==> src/rtl/mand_dispatcher_if.sv <==
// mand_dispatcher_if: frame request, solver slot and result signals of the Mandelbrot dispatcher.
interface mand_dispatcher_if #(
   parameter int N_SOLVERS = 4,
   parameter int XW = 10,
   parameter int YW = 10
);
   logic start;
   logic signed [26:0] re0, im0, step_re, step_im;
   logic [XW-1:0] width;
   logic [YW-1:0] height;
   logic [N_SOLVERS-1:0] solver_reset, solver_ready;
   logic [27*N_SOLVERS-1:0] solver_c_re, solver_c_im;
   logic [32*N_SOLVERS-1:0] solver_out;
   logic res_valid, res_ready;
   logic [XW-1:0] res_x;
   logic [YW-1:0] res_y;
   logic [31:0] res_iter;
   logic busy, frame_done;
   modport master (
      output start, re0, im0, step_re, step_im, width, height, solver_ready, solver_out, res_ready,
      input solver_reset, solver_c_re, solver_c_im, res_valid, res_x, res_y, res_iter, busy, frame_done
   );
   modport slave (
      input start, re0, im0, step_re, step_im, width, height, solver_ready, solver_out, res_ready,
      output solver_reset, solver_c_re, solver_c_im, res_valid, res_x, res_y, res_iter, busy, frame_done
   );
endinterface

==> src/rtl/mand_dispatcher.sv <==
// mand_dispatcher: scans a frame in raster order, hands pixels to free solver slots and
// funnels finished iteration counts through a single valid/ready result register.
module mand_dispatcher #(
   parameter int N_SOLVERS = 4,
   parameter int XW = 10,
   parameter int YW = 10
) (
   input logic clk,
   input logic rst,
   mand_dispatcher_if.slave bus
);
   localparam int IW = N_SOLVERS > 1 ? $clog2(N_SOLVERS) : 1;
   localparam logic [1:0] IDLE = 2'd0, SCAN = 2'd1, DRAIN = 2'd2;
   localparam logic [1:0] S_IDLE = 2'd0, S_LOAD = 2'd1, S_RUN = 2'd2, S_DONE = 2'd3;
   localparam logic [XW-1:0] X1 = 1;
   localparam logic [YW-1:0] Y1 = 1;

   logic [1:0] state;
   logic [1:0] slot [N_SOLVERS];
   logic [XW-1:0] tag_x [N_SOLVERS];
   logic [YW-1:0] tag_y [N_SOLVERS];
   logic [27*N_SOLVERS-1:0] c_re, c_im;
   logic [N_SOLVERS-1:0] sreset;
   logic signed [26:0] re0_q, step_re_q, step_im_q, cur_re, cur_im;
   logic [XW-1:0] width_q, cur_x, res_x;
   logic [YW-1:0] height_q, cur_y, res_y;
   logic [31:0] res_iter;
   logic res_valid, frame_done;
   logic free_any, done_any, all_idle, empty, dispatch, take, row_end, last;
   logic [IW-1:0] free_idx, done_idx;

   // Descending scan so the lowest-index candidate wins.
   always_comb begin
      free_any = 1'b0;
      done_any = 1'b0;
      all_idle = 1'b1;
      free_idx = '0;
      done_idx = '0;
      sreset = '0;
      for (int i = N_SOLVERS - 1; i >= 0; i--) begin
         sreset[i] = !slot[i][1];
         if (slot[i] != S_IDLE) all_idle = 1'b0;
         if (slot[i] == S_IDLE) begin
            free_any = 1'b1;
            free_idx = IW'(i);
         end
         if (slot[i] == S_DONE) begin
            done_any = 1'b1;
            done_idx = IW'(i);
         end
      end
   end

   assign empty = width_q == '0 || height_q == '0;
   assign dispatch = state == SCAN && !empty && free_any;
   assign take = done_any && (!res_valid || bus.res_ready);
   assign row_end = cur_x + X1 == width_q;
   assign last = row_end && cur_y + Y1 == height_q;

   assign bus.solver_reset = sreset;
   assign bus.solver_c_re = c_re;
   assign bus.solver_c_im = c_im;
   assign bus.res_valid = res_valid;
   assign bus.res_x = res_x;
   assign bus.res_y = res_y;
   assign bus.res_iter = res_iter;
   assign bus.busy = state != IDLE;
   assign bus.frame_done = frame_done;

   always_ff @(posedge clk) begin
      if (rst) begin
         state <= IDLE;
         for (int i = 0; i < N_SOLVERS; i++) begin
            slot[i] <= S_IDLE;
            tag_x[i] <= '0;
            tag_y[i] <= '0;
         end
         c_re <= '0;
         c_im <= '0;
         re0_q <= '0;
         step_re_q <= '0;
         step_im_q <= '0;
         width_q <= '0;
         height_q <= '0;
         cur_re <= '0;
         cur_im <= '0;
         cur_x <= '0;
         cur_y <= '0;
         res_valid <= 1'b0;
         res_x <= '0;
         res_y <= '0;
         res_iter <= '0;
         frame_done <= 1'b0;
      end else begin
         frame_done <= 1'b0;
         if (state == IDLE && bus.start) begin
            state <= SCAN;
            re0_q <= bus.re0;
            step_re_q <= bus.step_re;
            step_im_q <= bus.step_im;
            width_q <= bus.width;
            height_q <= bus.height;
            cur_re <= bus.re0;
            cur_im <= bus.im0;
            cur_x <= '0;
            cur_y <= '0;
         end else if (state == SCAN && empty) begin
            state <= IDLE;
            frame_done <= 1'b1;
         end else if (dispatch) begin
            state <= last ? DRAIN : SCAN;
            cur_x <= row_end ? '0 : cur_x + X1;
            cur_y <= row_end ? cur_y + Y1 : cur_y;
            cur_re <= row_end ? re0_q : cur_re + step_re_q;
            cur_im <= row_end ? cur_im + step_im_q : cur_im;
         end else if (state == DRAIN && all_idle && (!res_valid || bus.res_ready)) begin
            state <= IDLE;
            frame_done <= 1'b1;
         end
         for (int i = 0; i < N_SOLVERS; i++) begin
            if (slot[i] == S_IDLE && dispatch && free_idx == IW'(i)) begin
               slot[i] <= S_LOAD;
               c_re[27*i +: 27] <= cur_re;
               c_im[27*i +: 27] <= cur_im;
               tag_x[i] <= cur_x;
               tag_y[i] <= cur_y;
            end else if (slot[i] == S_LOAD) begin
               slot[i] <= S_RUN;
            end else if (slot[i] == S_RUN && bus.solver_ready[i]) begin
               slot[i] <= S_DONE;
            end else if (slot[i] == S_DONE && take && done_idx == IW'(i)) begin
               slot[i] <= S_IDLE;
            end
         end
         if (take) begin
            res_valid <= 1'b1;
            res_x <= tag_x[done_idx];
            res_y <= tag_y[done_idx];
            res_iter <= bus.solver_out[32*done_idx +: 32];
         end else if (bus.res_ready) begin
            res_valid <= 1'b0;
         end
      end
   end
endmodule

==> src/flat_wrapper.sv <==
// flat-port wrapper written by rule: the top's interface ports become plain ports
module mand_dispatcher_flat 
#(
   parameter int N_SOLVERS = 4,
   parameter int XW = 10,
   parameter int YW = 10
)
  (clk, rst, bus_start, bus_re0, bus_im0, bus_step_re, bus_step_im, bus_width, bus_height, bus_solver_ready, bus_solver_out, bus_res_ready, bus_solver_reset, bus_solver_c_re, bus_solver_c_im, bus_res_valid, bus_res_x, bus_res_y, bus_res_iter, bus_busy, bus_frame_done);
  mand_dispatcher_if #(.N_SOLVERS(N_SOLVERS), .XW(XW), .YW(YW)) bus_i ();
  input logic clk;
  input logic rst;
  input wire logic [$bits(bus_i.start)-1:0] bus_start;
  input wire logic [$bits(bus_i.re0)-1:0] bus_re0;
  input wire logic [$bits(bus_i.im0)-1:0] bus_im0;
  input wire logic [$bits(bus_i.step_re)-1:0] bus_step_re;
  input wire logic [$bits(bus_i.step_im)-1:0] bus_step_im;
  input wire logic [$bits(bus_i.width)-1:0] bus_width;
  input wire logic [$bits(bus_i.height)-1:0] bus_height;
  input wire logic [$bits(bus_i.solver_ready)-1:0] bus_solver_ready;
  input wire logic [$bits(bus_i.solver_out)-1:0] bus_solver_out;
  input wire logic [$bits(bus_i.res_ready)-1:0] bus_res_ready;
  output wire logic [$bits(bus_i.solver_reset)-1:0] bus_solver_reset;
  output wire logic [$bits(bus_i.solver_c_re)-1:0] bus_solver_c_re;
  output wire logic [$bits(bus_i.solver_c_im)-1:0] bus_solver_c_im;
  output wire logic [$bits(bus_i.res_valid)-1:0] bus_res_valid;
  output wire logic [$bits(bus_i.res_x)-1:0] bus_res_x;
  output wire logic [$bits(bus_i.res_y)-1:0] bus_res_y;
  output wire logic [$bits(bus_i.res_iter)-1:0] bus_res_iter;
  output wire logic [$bits(bus_i.busy)-1:0] bus_busy;
  output wire logic [$bits(bus_i.frame_done)-1:0] bus_frame_done;
  assign bus_i.start = bus_start;
  assign bus_i.re0 = bus_re0;
  assign bus_i.im0 = bus_im0;
  assign bus_i.step_re = bus_step_re;
  assign bus_i.step_im = bus_step_im;
  assign bus_i.width = bus_width;
  assign bus_i.height = bus_height;
  assign bus_i.solver_ready = bus_solver_ready;
  assign bus_i.solver_out = bus_solver_out;
  assign bus_i.res_ready = bus_res_ready;
  assign bus_solver_reset = bus_i.solver_reset;
  assign bus_solver_c_re = bus_i.solver_c_re;
  assign bus_solver_c_im = bus_i.solver_c_im;
  assign bus_res_valid = bus_i.res_valid;
  assign bus_res_x = bus_i.res_x;
  assign bus_res_y = bus_i.res_y;
  assign bus_res_iter = bus_i.res_iter;
  assign bus_busy = bus_i.busy;
  assign bus_frame_done = bus_i.frame_done;
  mand_dispatcher #(.N_SOLVERS(N_SOLVERS), .XW(XW), .YW(YW)) u_core (.clk(clk), .rst(rst), .bus(bus_i));
endmodule
==> config.mk <==
export PLATFORM = sky130hd
export DESIGN_NAME = mand_dispatcher_flat
export DESIGN_NICKNAME = d
export VERILOG_FILES = /design/src/rtl/mand_dispatcher_if.sv /design/src/rtl/mand_dispatcher.sv /design/src/flat_wrapper.sv
export SDC_FILE = /design/constraint.sdc
export NUM_CORES = 1
export LEC_CHECK = 0
export BUFFER_PORTS_ARGS = -buffer_cell sky130_fd_sc_hd__buf_2
export CAP_MARGIN = 20
export CORE_ASPECT_RATIO = 0.7
export CORE_MARGIN = 1
export CORE_UTILIZATION = 54
export CTS_BUF_LIST = sky130_fd_sc_hd__clkbuf_4 sky130_fd_sc_hd__clkbuf_8 sky130_fd_sc_hd__clkbuf_16
export CTS_CLUSTER_SIZE = 30
export DETAILED_ROUTE_END_ITERATION = 10
export PLACE_DENSITY = 0.8
export REMOVE_ABC_BUFFERS = 1
export SYNTH_ARGS = -nofsm -noshare
export SYNTH_HDL_FRONTEND = slang
export SYNTH_SLANG_ARGS = --single-unit
==> constraint.sdc <==
create_clock -name clk -period 3.8 [get_ports clk]
set_clock_uncertainty 0.1 [all_clocks]
set_input_delay 0.38 -clock clk [delete_from_list [all_inputs] [get_ports clk]]
set_output_delay 0.38 -clock clk [all_outputs]
set_load 0.02 [all_outputs]
==> results of run 1 <==
[worst max-delay path by stage]
| stage | startpoint | endpoint | slack [ns] |
|---|---|---|---|
| after floorplan | u_core.width_q[3] | u_core.tag_x[2][1] | -1.19 |
| after global placement | u_core.cur_x[0] | u_core.cur_im[26] | 0.38 |
| after detailed placement | u_core.cur_x[0] | u_core.cur_im[26] | 0.38 |
| after CTS | u_core.cur_x[0] | u_core.cur_im[26] | 0.36 |
| after global routing | u_core.cur_x[0] | u_core.cur_im[26] | 0.03 |
| final | u_core.cur_re[0] | u_core.cur_re[22] | 0.32 |
[state kept, by name, summed over array words and instances, names as in the netlist]
signal and count:
u_core.bus.frame_done 1, u_core.bus.res_iter 32, u_core.bus.res_valid 1, u_core.bus.res_x 10, u_core.bus.res_y 10, u_core.bus.solver_c_im 108, u_core.bus.solver_c_re 108, u_core.cur_im 27
u_core.cur_re 27, u_core.cur_x 10, u_core.cur_y 10, u_core.height_q 10, u_core.re0_q 27, u_core.slot 8, u_core.state 2, u_core.step_im_q 27
u_core.step_re_q 27, u_core.tag_x 40, u_core.tag_y 40, u_core.width_q 10
[final cells by class]
cell class	instances	share of cell area
flip-flops and latches	535	0.389
diodes	11	0.000924
well taps	585	0.0246
repair buffers	699	0.143
clock buffers	74	0.0529
clock inverters	20	0.00668
multi-input cells	2031	0.380
inverters	27	0.00340
[per-layer routing]
metal / track usage / part of all wire / vias to the layer above
met5: 0 / 0.00013 / -
met4: 0.127 / 0.030 / 2
met3: 0.0559 / 0.092 / 179
met2: 0.546 / 0.46 / 1221
met1: 0.448 / 0.41 / 11100
li1: - / - / 10900
[logic make-up (layout without fill, tap and decap cells)]
kind of cell / after synthesis / after routing / share of synthesized area
flops: 535 / 535 / 0.488
xor+xnor: 86 / 86 / 0.0320
buf+inv: 237 / 820 / 0.0391
mux: 61 / 61 / 0.0285
compound gates: 702 / 702 / 0.182
other cells: 0 / 11 / 0
fa+ha+maj: 56 / 56 / 0.0301
simple gates: 1126 / 1126 / 0.200
[tightest hold or removal path: cells and delay by family]
family,cells,cell delay (ns)
AOI/OAI and AO/OA,1,0.07
and+or+nand+nor,1,0.09
buffers and inverters,1,0.10
[report_power, final]
part | switching, mW | internal [mW] | total [mW]
combinational | 1.68 | 1.01 | 2.69
clock | 2.25 | 3.10 | 5.34
sequential | 0.311 | 6.14 | 6.45
[cells in the final DEF, fill, tap and decap left out, types with 52 or more instances in the layout]
cell	n
sky130_fd_sc_hd__a21oi_1	390
sky130_fd_sc_hd__buf_2	537
sky130_fd_sc_hd__clkbuf_16	54
sky130_fd_sc_hd__edfxtp_1	88
sky130_fd_sc_hd__dlygate4sd3_1	114
sky130_fd_sc_hd__nand2_1	750
sky130_fd_sc_hd__ha_1	54
sky130_fd_sc_hd__xnor2_1	55
sky130_fd_sc_hd__nor2_1	159
sky130_fd_sc_hd__and3_1	76
sky130_fd_sc_hd__a222oi_1	52
sky130_fd_sc_hd__dfxtp_1	447
sky130_fd_sc_hd__o21ai_0	53
sky130_fd_sc_hd__mux2_2	53
sky130_fd_sc_hd__a211oi_1	73
==> out/results.md, run 1 <==
| Metric | This run |
| --- | --- |
| Outcome | complete, no violations |
| Initial DRC count | 2,574 |
| Antenna Violating Nets Remaining | 0 |
| Number of buffers created by CTS | 51 |
| Achievable Freq | 287 MHz |
| Pleak | 12.6 nW |
| Measured slew at the worst slew-check pin | 1.04 ns |
| Multi-input logic area | 11,300 um^2 |
| Combined global-route utilization of all metal layers | 0.335 |
| Synthesis-to-finish area growth | 25.5% |
| Register-to-Register Path Depth | 14 |
| Clock Sink Count | 535 |
| Vias in the first global route | 22,400 |
| WS Path Type | reg2reg |
| Final routed wirelength across all metal layers | 78.5 mm |
| Hold depth | 3 |
| Die X | 253 um |
| Number of pins exceeding their max-slew limit in the final report | 0 |
| Buffer cell driving the clock tree root | sky130_fd_sc_hd__clkbuf_16 |
| Origin of the critical flop-to-flop path | u_core.cur_re[0] |
| Instance count on the critical path | 14 |
| Synth Warn # | 0 |
| Maximum net fanout on the critical path | 6 |
| Worst Path Buf+Inv | 2 |
| Total power per unit cell area | 486 nW/um^2 |
| Number of inserted filler cells in the final layout | 3,334 |
| Kind of cell with the highest combined delay on the critical path | compound AO/OA/AOI/OAI gates |
| Post-synth top flop | sky130_fd_sc_hd__dfxtp_1 |
| Launch instance of the worst min-delay path | bus_re0[13] |
| CP startpoint kind | register |
| Total power after layout | 14.5 mW |
| Detailed-route via count | 23,300 |
| Capture instance of the worst register-to-register path | u_core.cur_re[22] |
| Max capacitance violation total | 0 |
| Global route overflow | 0 |
| # DRC | 0 |
| Count of state elements after synthesis | 535 |
| Critical path cell sequence | ha_1 -> inv_1 -> fa_1 -> nor2b_1 -> o21ai_0 -> a21boi_0 -> o2111ai_1 -> a31oi_1 -> buf_4 -> a31oi_1 -> xor2_1 -> nor2_1 -> a21oi_1 -> a2111oi_0 |
| Vias per std cell | 5.86 |
| Number of standard cells after synthesis | 2,803 |
| Number of H-tree branching levels | 2 |
| Util after Layout | 0.695 |
| Placement-stage worst setup slack | 0.384 ns |
| Cell repeated most along the worst path | sky130_fd_sc_hd__a31oi_1 |
| Time the final worst path needs with I/O delays and setup | 3.48 ns |
| Final count of hold timing violations | 0 |
| Storage element area | 11,600 um^2 |
| Async set-or-reset flop fraction in the synthesized netlist | 0 |
| Delay of the slowest cell on the worst path | 0.47 ns |
| Main area contributors after synthesis | sky130_fd_sc_hd__dfxtp_1 (38%), sky130_fd_sc_hd__nand2_1 (12%), sky130_fd_sc_hd__edfxtp_1 (11%), sky130_fd_sc_hd__a21oi_1 (8.2%), sky130_fd_sc_hd__clkbuf_1 (3.0%) |
| Global placement routability congestion | 0.957 |
| Number of buffers between clock root and the deepest sink | 3 |
| Post-CTS Setup Repair Bufs | 0 |
| Full die area | 44,800 um^2 |
| Worst-skew pair later-pin latency | 0.57 ns |
| Detailed-router iteration count before antenna repair | 7 |
| Most frequent cell after synthesis | sky130_fd_sc_hd__nand2_1 |
| Largest net degree at the start of global routing | 94 |
| First-pass GRT wire length | 120 mm |
| Nets | 3,665 |
| Final Setup Violations | 0 |
| Placement-stage cell area | 26,800 um^2 |
| Seq/Total Area, Yosys | 0.488 |
| Post-synth cell types | 70 |
| Fraction of final layout cells sized beyond drive strength 1 | 0.224 |
| Post-synthesis cell area | 23,700 um^2 |
| CTS tree | done |
| Final instance count without filler cells | 3,982 |
| Sum of negative setup slack | 0 ns |
| Average wire per standard cell | 19.7 um |
| Avg Cell Area, Syn | 8.47 um^2 |
| Worst hold margin | 0.0166 ns |
| Final cycle utilization of the critical path | 0.916 |
| Count of placed standard cells including taps | 3,763 |
| Data arrival time of the worst path | 3.83 ns |
| Hold-fix buffers at CTS | 114 |
| CTS clk-pin slew, worst paths | 0.07 ns |
| Starting utilization of the core area | 0.554 |
| Data required time at the worst endpoint | 4.15 ns |
| Unrepaired setup endpoints after global routing | false |
| Number of enable flip-flop cells after synthesis | 88 |
| Crit. End Element | register |
| Destination of the worst hold path | u_core.re0_q[13] |
| Port-buffer cells | 538 |
| Worst-case register-to-register setup slack | 0.32 ns |
| Core area | 42,900 um^2 |
| Min-Delay Path Class | in2reg |
| Setup ws final | 0.321 ns |
| Standard cell with the maximum stage delay on the critical path | sky130_fd_sc_hd__fa_1 |
| Most numerous cell types in the synthesized netlist | sky130_fd_sc_hd__nand2_1 (753), sky130_fd_sc_hd__dfxtp_1 (447), sky130_fd_sc_hd__a21oi_1 (390), sky130_fd_sc_hd__clkbuf_1 (190), sky130_fd_sc_hd__nor2_1 (163) |
| Resized cells post-CTS | 0 |
| Number of antenna violations at the first check in global routing | 10 |
| Worst slew margin | 0.304 |
| Library cell occupying the most area in the post-synthesis netlist | sky130_fd_sc_hd__dfxtp_1 |
| Share of Yosys cell area claimed by the top area cell type | 0.377 |
| Total number of placement rows | 63 |
| Final design area excluding fillers | 29,800 um^2 |
| Peak supply drop | 354 uV |
| Floorplan die height | 177 um |
| Top-level I/O count | 539 |
| Placed wire-length estimate | 52.1 mm |
(Power assumes the default switching activity.)
==> run 2, diff against run 1 <==
--- a/config.mk
+++ b/config.mk
@@ -9,11 +9,11 @@
 export CAP_MARGIN = 20
 export CORE_ASPECT_RATIO = 0.7
 export CORE_MARGIN = 1
-export CORE_UTILIZATION = 54
+export CORE_UTILIZATION = 49
 export CTS_BUF_LIST = sky130_fd_sc_hd__clkbuf_4 sky130_fd_sc_hd__clkbuf_8 sky130_fd_sc_hd__clkbuf_16
 export CTS_CLUSTER_SIZE = 30
 export DETAILED_ROUTE_END_ITERATION = 10
-export PLACE_DENSITY = 0.8
+export PLACE_DENSITY = 0.76
 export REMOVE_ABC_BUFFERS = 1
 export SYNTH_ARGS = -nofsm -noshare
 export SYNTH_HDL_FRONTEND = slang
==> constraint.sdc (replaced) <==
create_clock -name clk -period 2.8 [get_ports clk]
set_clock_uncertainty 0.1 [all_clocks]
set_input_delay 0.28 -clock clk [delete_from_list [all_inputs] [get_ports clk]]
set_output_delay 0.28 -clock clk [all_outputs]
set_load 0.02 [all_outputs]
==> out/results.md, run 2 (synthesized netlist as in run 1, its figures left out) <==
| Metric | This run | vs previous |
| --- | --- | --- |
| Max capacitance violation total | 0 | unchanged |
| Capture instance of the worst register-to-register path | u_core.cur_re[22] | unchanged |
| Clock Sink Count | 535 | unchanged |
| Sum of negative setup slack | -0.132 ns | was 0 ns |
| Vias per std cell | 5.69 | was 5.86 |
| Largest net degree at the start of global routing | 146 | was 94 |
| Number of pins exceeding their max-slew limit in the final report | 0 | unchanged |
| Total number of placement rows | 67 | was 63 |
| Synthesis-to-finish area growth | 35.8% | was 25.5% |
| Floorplan die height | 186 um | was 177 um |
| Beginning of the critical path | u_core.cur_re[10] | was u_core.cur_re[0] |
| Average wire per standard cell | 19.7 um | about the same |
| Number of buffers created by CTS | 52 | was 51 |
| Origin of the critical flop-to-flop path | u_core.cur_re[10] | was u_core.cur_re[0] |
| Endpoint of the most critical setup path | u_core.cur_re[22] | unchanged |
| Achievable Freq | 348 MHz | was 287 MHz |
| Top-level I/O count | 539 | unchanged |
| Violated checks | negative setup slack |  |
| Peak supply drop | 523 uV | was 354 uV |
| Combined global-route utilization of all metal layers | 0.312 | was 0.335 |
| Setup ws final | -0.0775 ns | was 0.321 ns |
| Starting utilization of the core area | 0.496 | was 0.554 |
| Initial DRC count | 2,414 | was 2,574 |
| Data arrival time of the worst path | 3.25 ns | was 3.83 ns |
| CP startpoint kind | register | unchanged |
| Register-to-Register Path Depth | 12 | was 14 |
| Switching power summed over all nets | 5.99 mW | was 4.23 mW |
| Commonest non-fill, non-tap cells in the layout | sky130_fd_sc_hd__nand2_1 (748), sky130_fd_sc_hd__buf_2 (538), sky130_fd_sc_hd__dfxtp_1 (438), sky130_fd_sc_hd__a21oi_1 (380), sky130_fd_sc_hd__dlygate4sd3_1 (173) | was sky130_fd_sc_hd__nand2_1 (750), sky130_fd_sc_hd__buf_2 (537), sky130_fd_sc_hd__dfxtp_1 (447), sky130_fd_sc_hd__a21oi_1 (390), sky130_fd_sc_hd__nor2_1 (159) |
| Crit. End Element | register | unchanged |
| Full die area | 49,400 um^2 | was 44,800 um^2 |
| Number of antenna violations at the first check in global routing | 8 | was 10 |
| Outcome | finished, violations left | was complete, no violations |
| Global placement routability congestion | 0.944 | was 0.957 |
| Vias in the first global route | 23,100 | was 22,400 |
| Final Setup Violations | 4 | was 0 |
| Portion of total power attributed to sequential cells | 0.432 | was 0.445 |
| Time the final worst path needs with I/O delays and setup | 2.88 ns | was 3.48 ns |
| Final design area excluding fillers | 32,300 um^2 | was 29,800 um^2 |
| CTS tree | done | unchanged |
| WS Path Type | reg2reg | unchanged |
| Worst-skew pair later-pin latency | 0.60 ns | was 0.57 ns |
| Commonest non-fill, non-tap cell in the layout | sky130_fd_sc_hd__nand2_1 | unchanged |
| Fraction of final layout cells sized beyond drive strength 1 | 0.275 | was 0.224 |
| Detailed-router iteration count before antenna repair | 7 | unchanged |
| Maximum net fanout on the critical path | 4 | was 6 |
| Nets | 3,861 | was 3,665 |
| Worst slew margin | 0.327 | was 0.304 |
| Global route overflow | 0 | unchanged |
| Count of placed standard cells including taps | 3,939 | was 3,763 |
| Data required time at the worst endpoint | 3.17 ns | was 4.15 ns |
| Sw Share | 0.298 | was 0.292 |
| Worst hold margin | 0.0246 ns | was 0.0166 ns |
| Pleak | 13.7 nW | was 12.6 nW |
| Number of H-tree branching levels | 2 | unchanged |
| Final routed wirelength across all metal layers | 83.6 mm | was 78.5 mm |
| Measured slew at the worst slew-check pin | 1.01 ns | was 1.04 ns |
| Min-Delay Path Class | in2reg | unchanged |
| Placement-stage cell area | 27,900 um^2 | was 26,800 um^2 |
| Part of the total power dissipated in combinational logic | 0.211 | was 0.186 |
| Final cycle utilization of the critical path | 1.03 | was 0.916 |
| Antenna Violating Nets Remaining | 0 | unchanged |
| Final instance count without filler cells | 4,239 | was 3,982 |
| Unrepaired setup endpoints after global routing | true | was false |
| # DRC | 0 | unchanged |
| Placed wire-length estimate | 53.8 mm | was 52.1 mm |
| Port-buffer cells | 538 | unchanged |
| Internal power | 14.1 mW | was 10.2 mW |
| CTS clk-pin slew, worst paths | 0.07 ns | about the same |
| Detailed-route via count | 24,100 | was 23,300 |
| Part of the total power dissipated in the clock network | 0.357 | was 0.369 |
| Number of buffers between clock root and the deepest sink | 3 | unchanged |
| Total power after layout | 20.1 mW | was 14.5 mW |
| Die X | 265 um | was 253 um |
| Final count of hold timing violations | 0 | unchanged |
| Placement-stage worst setup slack | -0.434 ns | was 0.384 ns |
| First-pass GRT wire length | 123 mm | was 120 mm |
| Util after Layout | 0.674 | was 0.695 |
| Buffer cell driving the clock tree root | sky130_fd_sc_hd__clkbuf_16 | unchanged |
| Core area | 47,900 um^2 | was 42,900 um^2 |
| Total power per unit cell area | 624 nW/um^2 | was 486 nW/um^2 |
| Worst-case register-to-register setup slack | -0.08 ns | was 0.32 ns |
[run 2: changes by cell type in the layout (fill, tap and decap cells not counted), sizes merged, moves of 2 or more]
| cell | change |
|---|---|
| buf | +132 |
| dlygate4sd3 | +59 |
| diode | -4 |
| clkbuf | -2 |
| inv | +2 |
[run 2: cell type report]
cell class	instances	area [um^2]
inverter	27	105
fill	3683	15600
tap	655	820
timing repair buffer	893	6150
clock inverter	21	229
sequential	535	11600
multi-input combinational	2032	11800
clock buffer	69	1480
antenna	7	17.5
[run 2: power by group through the flow]
stage	clock, mW	combinational [mW]	sequential, mW
6_report	7.19	4.25	8.68
5_1_grt	7.60	4.58	8.73
4_1_cts	7.27	4.06	8.67
3_5_place_dp	0	3.81	8.83
3_3_place_gp	0	3.72	8.80
2_1_floorplan	0	1.91	9.09
[run 2: worst min-delay path by stage]
| stage | start | end | slack (ns) | cells past startpoint |
|---|---|---|---|---|
| 6_report | bus_solver_out[115] | u_core.bus.res_iter[19] | 0.02 | 3 |
| 2_1_floorplan | rst | u_core.bus.res_valid | 0.25 | 1 |
| 5_1_grt | bus_solver_ready[1] | u_core.slot[0][3] | 0.03 | 3 |
| 3_5_place_dp | u_core.bus.solver_c_im[63] | u_core.bus.solver_c_im[63] | 0.34 | 2 |
| 3_3_place_gp | u_core.bus.solver_c_re[36] | u_core.bus.solver_c_re[36] | 0.34 | 2 |
| 4_1_cts | bus_solver_out[115] | u_core.bus.res_iter[19] | 0.000006 | 3 |
[run 2: critical path, stage by stage (launching register included)]
cell,delay [ns]
sky130_fd_sc_hd__dfxtp_1,0.32
sky130_fd_sc_hd__ha_1,0.33
sky130_fd_sc_hd__buf_4,0.16
sky130_fd_sc_hd__nor2b_1,0.12
sky130_fd_sc_hd__o21ai_0,0.31
sky130_fd_sc_hd__and4_1,0.25
sky130_fd_sc_hd__a31oi_1,0.10
sky130_fd_sc_hd__buf_4,0.18
sky130_fd_sc_hd__a31oi_4,0.24
sky130_fd_sc_hd__xor2_1,0.12
sky130_fd_sc_hd__nor2_1,0.12
sky130_fd_sc_hd__a21oi_1,0.07
sky130_fd_sc_hd__a2111oi_2,0.34
[run 2: timing repair]
| action | in CTS | in global routing |
|---|---|---|
| hold endpoints to repair | 178 | 0 |
| endpoints found under the setup margin | 86 | 271 |
| gates resized for setup | 64 | 79 |
| cloned | 0 | 6 |
| hold buffers | 173 | 0 |
| setup buffers | 1 | 23 |
| pin swaps | 26 | 38 |
[run 2: metal layers]
layer  vias to the layer above  share of wire  track usage
met3                       202          0.085       0.0585
met2                      1189           0.47        0.519
met4                         2          0.040        0.145
met1                     11500           0.41        0.396
met5                         -        0.00016            0
li1                      11300              -            -
